--- config.mk ---
export PLATFORM = sky130hd
export DESIGN_NAME = ring_step_ctrl_flat
export DESIGN_NICKNAME = d
export VERILOG_FILES = /design/src/rtl/ring_step_ctrl_if.sv /design/src/rtl/ring_step_ctrl.sv /design/src/flat_wrapper.sv
export SDC_FILE = /design/constraint.sdc
export NUM_CORES = 1
export LEC_CHECK = 0
export ABC_AREA = 1
export BUFFER_PORTS_ARGS = -buffer_cell sky130_fd_sc_hd__buf_2
export CORE_ASPECT_RATIO = 0.9
export CORE_MARGIN = 3
export CORE_UTILIZATION = 35
export CTS_CLUSTER_SIZE = 25
export DETAILED_ROUTE_END_ITERATION = 8
export GPL_ROUTABILITY_DRIVEN = 0
export PLACE_DENSITY = 0.48
export SYNTH_ARGS = -nofsm -noshare
export SYNTH_HDL_FRONTEND = slang
export SYNTH_SLANG_ARGS = --single-unit
export TNS_END_PERCENT = 100
--- constraint.sdc ---
create_clock -name clk -period 7.9 [get_ports clk]
set_clock_uncertainty 0.2 [all_clocks]
set_input_delay 1.58 -clock clk [delete_from_list [all_inputs] [get_ports clk]]
set_output_delay 1.58 -clock clk [all_outputs]
set_load 0.01 [all_outputs]
--- src/rtl/ring_step_ctrl_if.sv ---
// Control bundle between the push-button front panel and the ring stepping logic.
// step is a one-cycle strobe with no back-pressure: the ring must take every pulse.
interface ring_step_ctrl_if;
   logic       btn_run_raw;
   logic       btn_step_raw;
   logic       sw_dir_raw;
   logic [1:0] rate_sel;
   logic       step;
   logic       dir;
   logic       running;

   modport master (
      output btn_run_raw, btn_step_raw, sw_dir_raw, rate_sel,
      input  step, dir, running
   );

   modport slave (
      input  btn_run_raw, btn_step_raw, sw_dir_raw, rate_sel,
      output step, dir, running
   );
endinterface

--- src/rtl/ring_step_ctrl.sv ---
// Turns raw buttons into a rate-controlled one-cycle step strobe and a debounced
// direction level for the 13-position one-cold ring.
module ring_step_ctrl #(
   parameter int BASE_DIV  = 1562500,
   parameter int DB_CYCLES = 250000
) (
   input logic             clk,
   input logic             rst,
   ring_step_ctrl_if.slave bus
);
   localparam int PSW = $clog2(8 * BASE_DIV);
   localparam int DBW = $clog2(DB_CYCLES);
   localparam logic [DBW-1:0] DB_LAST = DBW'(DB_CYCLES - 1);
   localparam logic [PSW:0]   BASE_P  = (PSW + 1)'(BASE_DIV);

   // Bit 0 = run button, bit 1 = step button, bit 2 = direction switch.
   logic [2:0]     w_raw;
   logic [2:0]     r_sync1;
   logic [2:0]     r_sync2;
   logic [2:0]     r_db;
   logic [DBW-1:0] r_db_cnt [3];
   logic [1:0]     r_db_d;
   logic           r_running;
   logic           r_step;
   logic           r_dir;
   logic [PSW-1:0] r_cnt;
   logic [PSW:0]   w_period;
   logic           w_tick;
   logic           w_rise_run;
   logic           w_rise_step;

   assign w_raw = {bus.sw_dir_raw, bus.btn_step_raw, bus.btn_run_raw};

   always_ff @(posedge clk or posedge rst) begin
      if (rst) begin
         r_sync1 <= '0;
         r_sync2 <= '0;
      end else begin
         r_sync1 <= w_raw;
         r_sync2 <= r_sync1;
      end
   end

   // db only moves after DB_CYCLES consecutive cycles of disagreement.
   always_ff @(posedge clk or posedge rst) begin
      if (rst) begin
         r_db <= '0;
         for (int i = 0; i < 3; i++) r_db_cnt[i] <= '0;
      end else begin
         for (int i = 0; i < 3; i++) begin
            if (r_sync2[i] == r_db[i]) begin
               r_db_cnt[i] <= '0;
            end else if (r_db_cnt[i] == DB_LAST) begin
               r_db[i]     <= r_sync2[i];
               r_db_cnt[i] <= '0;
            end else begin
               r_db_cnt[i] <= r_db_cnt[i] + DBW'(1);
            end
         end
      end
   end

   always_ff @(posedge clk or posedge rst) begin
      if (rst) r_db_d <= '0;
      else     r_db_d <= r_db[1:0];
   end

   assign w_rise_run  = r_db[0] & ~r_db_d[0];
   assign w_rise_step = r_db[1] & ~r_db_d[1];

   // >= rather than == so a shorter period takes effect at once instead of wrapping.
   assign w_period = BASE_P << (2'd3 - bus.rate_sel);
   assign w_tick   = r_running && ({1'b0, r_cnt} >= (w_period - (PSW + 1)'(1)));

   always_ff @(posedge clk or posedge rst) begin
      if (rst)             r_cnt <= '0;
      else if (!r_running) r_cnt <= '0;
      else if (w_tick)     r_cnt <= '0;
      else                 r_cnt <= r_cnt + PSW'(1);
   end

   // A stop press wins over a coincident tick; single-step only acts while paused.
   always_ff @(posedge clk or posedge rst) begin
      if (rst) begin
         r_running <= 1'b0;
         r_step    <= 1'b0;
         r_dir     <= 1'b0;
      end else begin
         r_running <= r_running ^ w_rise_run;
         r_step    <= (w_tick & r_running & ~w_rise_run) | (w_rise_step & ~r_running);
         r_dir     <= r_db[2];
      end
   end

   assign bus.step    = r_step;
   assign bus.dir     = r_dir;
   assign bus.running = r_running;
endmodule
--- src/flat_wrapper.sv ---
// flat-port wrapper written by rule: the top's interface ports become plain ports
module ring_step_ctrl_flat 
#(
   parameter int BASE_DIV  = 1562500,
   parameter int DB_CYCLES = 250000
)
  (clk, rst, bus_btn_run_raw, bus_btn_step_raw, bus_sw_dir_raw, bus_rate_sel, bus_step, bus_dir, bus_running);
  ring_step_ctrl_if bus_i ();
  input logic clk;
  input logic rst;
  input wire logic [$bits(bus_i.btn_run_raw)-1:0] bus_btn_run_raw;
  input wire logic [$bits(bus_i.btn_step_raw)-1:0] bus_btn_step_raw;
  input wire logic [$bits(bus_i.sw_dir_raw)-1:0] bus_sw_dir_raw;
  input wire logic [$bits(bus_i.rate_sel)-1:0] bus_rate_sel;
  output wire logic [$bits(bus_i.step)-1:0] bus_step;
  output wire logic [$bits(bus_i.dir)-1:0] bus_dir;
  output wire logic [$bits(bus_i.running)-1:0] bus_running;
  assign bus_i.btn_run_raw = bus_btn_run_raw;
  assign bus_i.btn_step_raw = bus_btn_step_raw;
  assign bus_i.sw_dir_raw = bus_sw_dir_raw;
  assign bus_i.rate_sel = bus_rate_sel;
  assign bus_step = bus_i.step;
  assign bus_dir = bus_i.dir;
  assign bus_running = bus_i.running;
  ring_step_ctrl #(.BASE_DIV(BASE_DIV), .DB_CYCLES(DB_CYCLES)) u_core (.clk(clk), .rst(rst), .bus(bus_i));
endmodule
Word level (Yosys, flattened, before mapping)
Index checks and enable logic that the tools add are counted.

$add $sub $neg: 6. Magnitude comparators: 1. Eq/ne operators: 6. Shift-type cells: 1. Mux-type cells: 8. Bitwise logic cells: 14. Reduce and logical (&&, ||, !) cells: 4.

Operators by type and width (number): $mux W18 (6); $add A18 B1 Y18 const B (3); $eq A18 B18 Y1 const B (3); $mux W24 (2); $ge A24 B25 Y1 (1); $shl A21 B2 Y25 const A (1); $sub A25 B1 Y25 const B (1); $add A24 B1 Y24 const B (1); $not A1 Y1 (7); $reduce_and A2 Y1 (3); $and A1 B1 Y1 (5); $eq A1 B1 Y1 (3); $sub A2 B2 Y2 const A (1); $logic_and A1 B1 Y1 (1); $or A1 B1 Y1 (1); $xor A1 B1 Y1 (1).

Bits in registers: 92. Input port bits: 7. Output and inout port bits: 3. Word-level logic and storage cells: 53.

Logic depth before layout (Yosys ltp)
Gate-level depths: netlist of the first run.

Depth after elaboration: 8. Mapped depth: 14. Depth with buffers taken out: 14.

Worst setup path after synthesis of the first run
OpenSTA, ideal clock, no wires.

Path type: input-to-reg. Start point: input port bus_rate_sel[1]. End point: register u_core.r_cnt[16]. Arrival time: 3.083 ns. Path slack: 4.497 ns. Cell stages on the path: 11. Buffers on the path: 1. Cell sequence: inv_1 nor2_1 inv_1 ha_1 ha_1 nand3_1 nor3_1 nand4_1 nand4_4 buf_6 nor2_1.

Longest elaborated chain between the ends: 7.

Ends and longest elaborated chain: start: declaration (line flat_wrapper.sv:14) `input wire logic [$bits(bus_i.rate_sel)-1:0] bus_rate_sel;`; $sub A2 B2 Y2 (line ring_step_ctrl.sv:72) `assign w_period = BASE_P << (2'd3 - bus.rate_sel);`; $shl A21 B2 Y25 (line ring_step_ctrl.sv:72); $sub A25 B1 Y25 (line ring_step_ctrl.sv:73) `assign w_tick = r_running && ({1'b0, r_cnt} >= (w_period - (PSW + 1)'(1)));`; $ge A24 B25 Y1 (line ring_step_ctrl.sv:73); $logic_and A1 B1 Y1 (line ring_step_ctrl.sv:73); $mux W24 (line ring_step_ctrl.sv:78) `else if (w_tick) r_cnt <= '0;`; $mux W24 (line ring_step_ctrl.sv:77) `else if (!r_running) r_cnt <= '0;`; end signal: assignment (line ring_step_ctrl.sv:79) `else r_cnt <= r_cnt + PSW'(1);`; end: declaration (line ring_step_ctrl.sv:26) `logic [PSW-1:0] r_cnt;`.

No other way between the ends. A chain may end at the register's enable or synchronous reset.

Worst setup path in the final report of the first run
Start point: input port bus_rate_sel[1]. End point: register u_core.r_cnt[0].

Same word-level chain as after synthesis.

==> qor.tcl, run 1 <==
set qor(cts_made_buffers) 9
set qor(pin_count_of_the_biggest_net_entering_global_routing) 56
set qor(global_route.overflow_total) 0
set qor(clock-root-buffer) {clkbuf_16}
set qor(timing.hold.worst_endpoint) {u_core.r_sync2[0]}
set qor(worst_ir_drop_vdd_mv) 0.150
set qor(flow.area_growth_from_synthesis_pct) 10.5
set qor(transition_time_at_the_pin_with_the_least_slew_margin_ns) 0.698
set qor(synth-warning-count) 0
set qor(criticalPathCategory) {input port to register}
set qor(total_wirelength_of_the_detailed_routed_design_mm) 11.4
set qor(fillerInstances) 1552
set qor(initial_core_util_pct) 36.1
set qor(final-max-slew-violation-count) 0
set qor(avgRoutedWirePerCell_um) 12.6
set qor(grt_antenna_before_repair) 0
set qor(placement.io_buffers) 9
set qor(grt_util_met3_pct) 3.38
set qor(grt_pass1_vias) 4183
set qor(async_reset_ff_share_pct) 100
set qor(run_status) {finished clean}
set qor(clock_tree.buffer_depth) 2
set qor(cts-hold-fix-buffers) 0
set qor(number_of_hold_violations_in_the_final_report) 0
set qor(grt_pass1_wl_mm) 20.3
set qor(half_perimeter_wire_length_of_the_detailed_placement_result_mm) 8.52
set qor(postCtsSetupRepairBufs) 0
set qor(critPathArrivalTime_ns) 3.59
set qor(floorplan_core_area_um2) 14900
set qor(critPathSlowestCell) {nand4_4}
set qor(max_slew_margin_pct) 53.5
set qor(synth_cells) 680
set qor(synthTopCellsByCount) {nand2_1 (132), nor2_1 (119), inv_1 (96)}
set qor(r2r_setup_slack_ns) 5.64
set qor(max_cap_violations) 0
set qor(worst_path_largest_cell_delay_ns) 0.35
set qor(detailroute.via_count) 4251
set qor(n_antenna_cell) 0
set qor(clock_insertion_delay_worst_skew_ns) 0.35
set qor(timing.critical_path.required_ns) 7.96
set qor(synth_area_leader_cell) {dfrtp_1}
set qor(drt_first_iter_violations) 237
set qor(synth_most_common_cell) {nand2_1}
set qor(path_common_cell) {nand2_1}
set qor(die-width_um) 137
set qor(min_delay_path_depth) 0
set qor(finish.net_count) 733
set qor(timing.rr.start) {u_core.r_cnt[16]}
set qor(rows) 42
set qor(die_height_um) 124
set qor(grt_use_met2_pct) 23.5
set qor(cts_max_level) 3
set qor(cp-end-kind) {register}
set qor(synth_enable_flop_cells) 0
set qor(worst_r2r_endpoint) {u_core.r_cnt[0]}
set qor(fin_crit_ns) 3.53
set qor(critical_path_peak_fanout) 24
set qor(grt_most_used_layer) {met2}
set qor(clock-sinks) 92
set qor(synth_area_per_cell_um2) 7.90
set qor(worstHoldStart) {u_core.r_sync1[0]}
set qor(report.power.total_uw) 936
set qor(firstDrtPassIters) 4
set qor(critPathLaunchType) {input port}
set qor(final_min_period_over_clock_period_pct) 44.7
set qor(whs_ns) 0.152
set qor(tritoncts_clock_tree) {done}
set qor(rr_worst_depth) 7
set qor(postSynthRegisterBits) 92
set qor(die_area_um2) 16900
set qor(post-route-drc-count) 0
set qor(post_cts_resized) 0
set qor(grt_setup_unrepaired) {no}
set qor(grt.met1_usage_pct) 21.4
set qor(ys.flop_type) {dfrtp_1}
set qor(floorplan.io_pins) 10
set qor(static-leakage-power_nw) 2.66
set qor(setup-violations-final) 0
set qor(fmax_mhz) 283
set qor(setup_tns_ns) 0
set qor(drive_gt1_share_pct) 9.22
set qor(worstHoldPathType) {register to register}
set qor(synth-seq-area-share_pct) 42.9
set qor(synth_area_leaders) {dfrtp_1 (43%), nand2_1 (9.2%), nor2_1 (8.3%), inv_1 (6.7%), ha_1 (6.1%)}
set qor(cell_area_after_synthesis_um2) 5370
set qor(cts.reportedPaths.clkPinSlew_ns) 0.07
set qor(synth_largest_type_area_fraction_pct) 42.9
set qor(path_cells) {buf_2, inv_1, nor2_1, inv_1, ha_1, ha_1, nand2_1, nand2_1, nand3_1, nand3_1, nand2_1, nand4_4, nor2_1}
set qor(synth.lib_cells_used.distinct) 39
set qor(ant_nets) 0
set qor(power_per_cell_area_nw_per_um2) 158
set qor(grt.total_usage_pct) 15.2
set qor(avgViaCountPerCell) 4.71
[where the power goes]
group,total (mW),internal (mW),switching (mW)
logic,0.0389,0.0108,0.0281
clock network,0.417,0.218,0.199
registers,0.480,0.476,0.00440
total,0.936,0.705,0.231
[state kept, by name (all words and copies together) (netlist names)]
signal              flops
u_core.r_sync2          3
u_core.r_db_d           2
u_core.r_db             3
u_core.r_db_cnt        54
u_core.bus.step         1
u_core.bus.running      1
u_core.r_sync1          3
u_core.bus.dir          1
u_core.r_cnt           24
[worst max-delay path: cells and delay by family]
family | cells | cell delay (ns)
buffers and inverters | 3 | 0.29
AND/OR/NAND/NOR | 8 | 1.12
adder cells (fa/ha/maj) | 2 | 0.59
[how the worst max path moves through the flow]
stage | startpoint | to | slack, ns | depth (start not counted)
2_1_floorplan | rst | u_core.bus.dir | 3.73 | 1
3_3_place_gp | bus_rate_sel[1] | u_core.r_cnt[14] | 4.06 | 13
3_5_place_dp | bus_rate_sel[1] | u_core.r_cnt[0] | 3.98 | 13
4_1_cts | bus_rate_sel[1] | u_core.r_cnt[19] | 4.35 | 13
5_1_grt | bus_rate_sel[1] | u_core.r_cnt[10] | 4.10 | 11
6_report | bus_rate_sel[1] | u_core.r_cnt[0] | 4.37 | 13
[through the flow]
stage	utilization, %	cell area (um2)	worst slack (ns)	cells
2_1_floorplan	-	5380	3.73	681
3_3_place_gp	38.0	5660	4.06	887
3_5_place_dp	38.0	5660	3.98	887
4_1_cts	39.9	5940	4.35	903
5_1_grt	39.9	5940	4.10	903
6_report	39.9	5940	4.37	903
[layout by cell type, fill, tap and decap left out, types with 2 or more instances in the layout]
master / count
xnor2_1: 7
clkbuf_16: 9
inv_2: 3
nand2_1: 132
nor3_2: 4
or2_0: 3
xor2_1: 35
nor2_4: 3
a311oi_1: 2
a31oi_1: 3
nor3_1: 20
o21ai_0: 11
inv_6: 3
nand3_2: 2
a21oi_1: 20
dfrtp_1: 92
conb_1: 3
inv_1: 95
buf_2: 9
nor3b_1: 6
nor2_1: 119
nand2_2: 6
nor4_1: 2
nand3b_1: 3
ha_1: 26
and3_1: 2
a21o_1: 2
o21ai_1: 2
nand3_1: 34
nor2_2: 14
clkinvlp_4: 2
nand4_1: 17
[cell type report]
cell class	instances	area (um2)	area share [%]
Sequential cell	92	2300	38.8
Inverter	99	374	6.30
Multi-Input combinational cell	488	2680	45.1
Timing Repair Buffer	10	52.6	0.885
Clock inverter	7	57.6	0.969
Clock buffer	9	225	3.79
Tap cell	198	248	4.17
[cells by family (layout without fill, tap and decap cells)]
group                      after synthesis  after routing  share of synthesized area (%)
buffers and inverters                  101            125                           7.34
adders and majority gates               26             26                           6.05
DFF                                     92             92                           42.9
AOI/OAI and AO/OA                       44             44                           4.70
other                                    2              3                          0.140
xor gates and xnor gates                42             42                           6.85
and+or+nand+nor                        373            373                           32.1
[per-layer routing]
layer / vias up / wire length [um]
met1: 1988 / 5730
met5: - / 0
met3: 12 / 412
met4: 0 / 142
met2: 54 / 5130
li1: 2197 / -
(Power assumes the default switching activity.)
==> run 2, diff against run 1 <==
- PLACE_DENSITY: 0.48 -> 0.49
- clock period: 7.9 -> 2.85 ns (I/O delays scaled with it)
==> qor.tcl, run 2 (same netlist as run 1, synthesis figures left out) <==
set qor(run_status) {finished clean}
set qor(transition_time_at_the_pin_with_the_least_slew_margin_ns) 0.606
set qor(worstHoldPathType) {input port to asynchronous set/reset pin}
set qor(number_of_hold_violations_in_the_final_report) 0
set qor(registers.top_by_ff_count) {u_core.r_db_cnt}
set qor(grt_pass1_wl_mm) 19.8
set qor(fmax_mhz) 425
set qor(avgRoutedWirePerCell_um) 12.4
set qor(top_delay_family_on_crit_path) {simple AND/OR/NAND/NOR gates}
set qor(setup-violations-final) 0
set qor(die_height_um) 124
set qor(final-max-slew-violation-count) 0
set qor(power_per_cell_area_nw_per_um2) 437
set qor(pin_count_of_the_biggest_net_entering_global_routing) 35
set qor(grt_antenna_before_repair) 0
set qor(placement.io_buffers) 9
set qor(detailroute.via_count) 4182
set qor(path_cells) {buf_2, inv_1, nor2_1, inv_1, ha_1, ha_1, nand3_1, nor3_1, nand4_1, nand4_4, buf_12, nor2_1}
set qor(reg_top3) {u_core.r_db_cnt: 54 flops, u_core.r_cnt: 24 flops}
set qor(tritoncts_clock_tree) {done}
set qor(total_wirelength_of_the_detailed_routed_design_mm) 11.3
set qor(critPathSlowestCell) {ha_1}
set qor(worst_path_largest_cell_delay_ns) 0.32
set qor(cts_made_buffers) 9
set qor(finish.net_count) 736
set qor(post_cts_resized) 0
set qor(grt_setup_unrepaired) {no}
set qor(largest_register_ff_count) 54
set qor(max_cap_violations) 0
set qor(clock-root-buffer) {clkbuf_16}
set qor(leading_cell_type_in_the_layout_fill_and_taps_excluded) {nand2_1}
set qor(post-route-drc-count) 0
set qor(flow.area_growth_from_synthesis_pct) 11.7
set qor(cts.reportedPaths.clkPinSlew_ns) 0.06
set qor(clock_insertion_delay_worst_skew_ns) 0.34
set qor(setup_tns_ns) 0
set qor(drt_first_iter_violations) 238
set qor(cp-end-kind) {register}
set qor(timing.critical_path.required_ns) 2.87
set qor(critPathArrivalTime_ns) 2.38
set qor(fin_crit_ns) 2.36
set qor(criticalPathCategory) {input port to register}
set qor(rows) 42
set qor(static-leakage-power_nw) 2.69
set qor(initial_core_util_pct) 36.1
set qor(fillerInstances) 1532
set qor(half_perimeter_wire_length_of_the_detailed_placement_result_mm) 8.47
set qor(die_area_um2) 16900
set qor(cts_max_level) 3
set qor(ant_nets) 0
set qor(floorplan.io_pins) 10
set qor(multi_input_comb_area_um2) 2680
set qor(whs_ns) 0.0974
set qor(layout.cells.most_common_list) {nand2_1 (132), nor2_1 (119), inv_1 (95), dfrtp_1 (92), xor2_1 (35)}
set qor(critPathLaunchType) {input port}
set qor(firstDrtPassIters) 4
set qor(worstPathBufferInverterCount) 4
set qor(drive_gt1_share_pct) 9.32
set qor(area.sequential_um2) 2300
set qor(n_antenna_cell) 0
set qor(cts-hold-fix-buffers) 0
set qor(clock-sinks) 92
set qor(final_min_period_over_clock_period_pct) 82.6
set qor(postCtsSetupRepairBufs) 0
set qor(worst_ir_drop_vdd_mv) 0.286
set qor(critical_path_peak_fanout) 24
set qor(floorplan_core_area_um2) 14900
set qor(avgViaCountPerCell) 4.62
set qor(grt.total_usage_pct) 14.7
set qor(max_slew_margin_pct) 59.5
set qor(global_route.overflow_total) 0
set qor(grt_pass1_vias) 4127
set qor(clock_tree.buffer_depth) 2
set qor(die-width_um) 137
## run 2: metrics by stage
| step | power (mW) | cell area [um2] | setup slack [ns] | utilization [%] | std cells |
|---|---|---|---|---|---|
| finish | 2.63 | 6000 | 0.494 | 40.4 | 906 |
| global route | 2.75 | 6000 | 0.247 | 40.4 | 906 |
| CTS | 2.68 | 6000 | 0.479 | 40.4 | 906 |
| detailed placement | 1.48 | 5720 | 0.117 | 38.4 | 890 |
| global placement | 1.47 | 5720 | 0.217 | 38.4 | 890 |
| floorplan | 1.43 | 5380 | 0.457 | - | 681 |
## run 2: power breakdown
group	internal, mW	switching [mW]
clock network	0.676	0.503
logic	0.0356	0.0795
registers	1.32	0.0116
## run 2: worst reg2reg max path: cells and delay by family (launching register included)
family	cells	cell delay, ns
compound gates	2	0.38
fa+ha+maj	1	0.38
buf+inv	1	0.18
flops	1	0.47
simple gates	4	0.41
## run 2: worst paths after layout
check | startpoint | endpoint | slack, ns | cells past startpoint
max | bus_rate_sel[1] | u_core.r_cnt[11] | 0.49 | 12
min | rst | u_core.r_db_cnt[39] | 0.1 | 2
max reg2reg | u_core.r_cnt[16] | u_core.r_cnt[11] | 0.75 | 8
min reg2reg | u_core.r_sync1[1] | u_core.r_sync2[1] | 0.14 | 0
max in group asynchronous | rst | u_core.r_db_cnt[47] | 1.78 | 3
min in group clk | bus_sw_dir_raw | u_core.r_sync1[2] | 0.13 | 1
## run 2: layout make-up
class | count | area share, %
multi-input cells | 488 | 44.6
flip-flops and latches | 92 | 38.3
inverters | 99 | 6.25
well taps | 198 | 4.13
clock buffers | 11 | 3.88
repair buffers | 13 | 1.88
clock inverters | 5 | 0.875
## run 2: routing by layer
metal | vias up | global-route usage (%) | wire (um)
met3 | 4 | 3.25 | 310
met4 | 0 | 3.21 | 74
met1 | 1941 | 21.2 | 6010
met5 | - | 0 | 0
met2 | 32 | 22.8 | 4860
li1 | 2205 | - | -
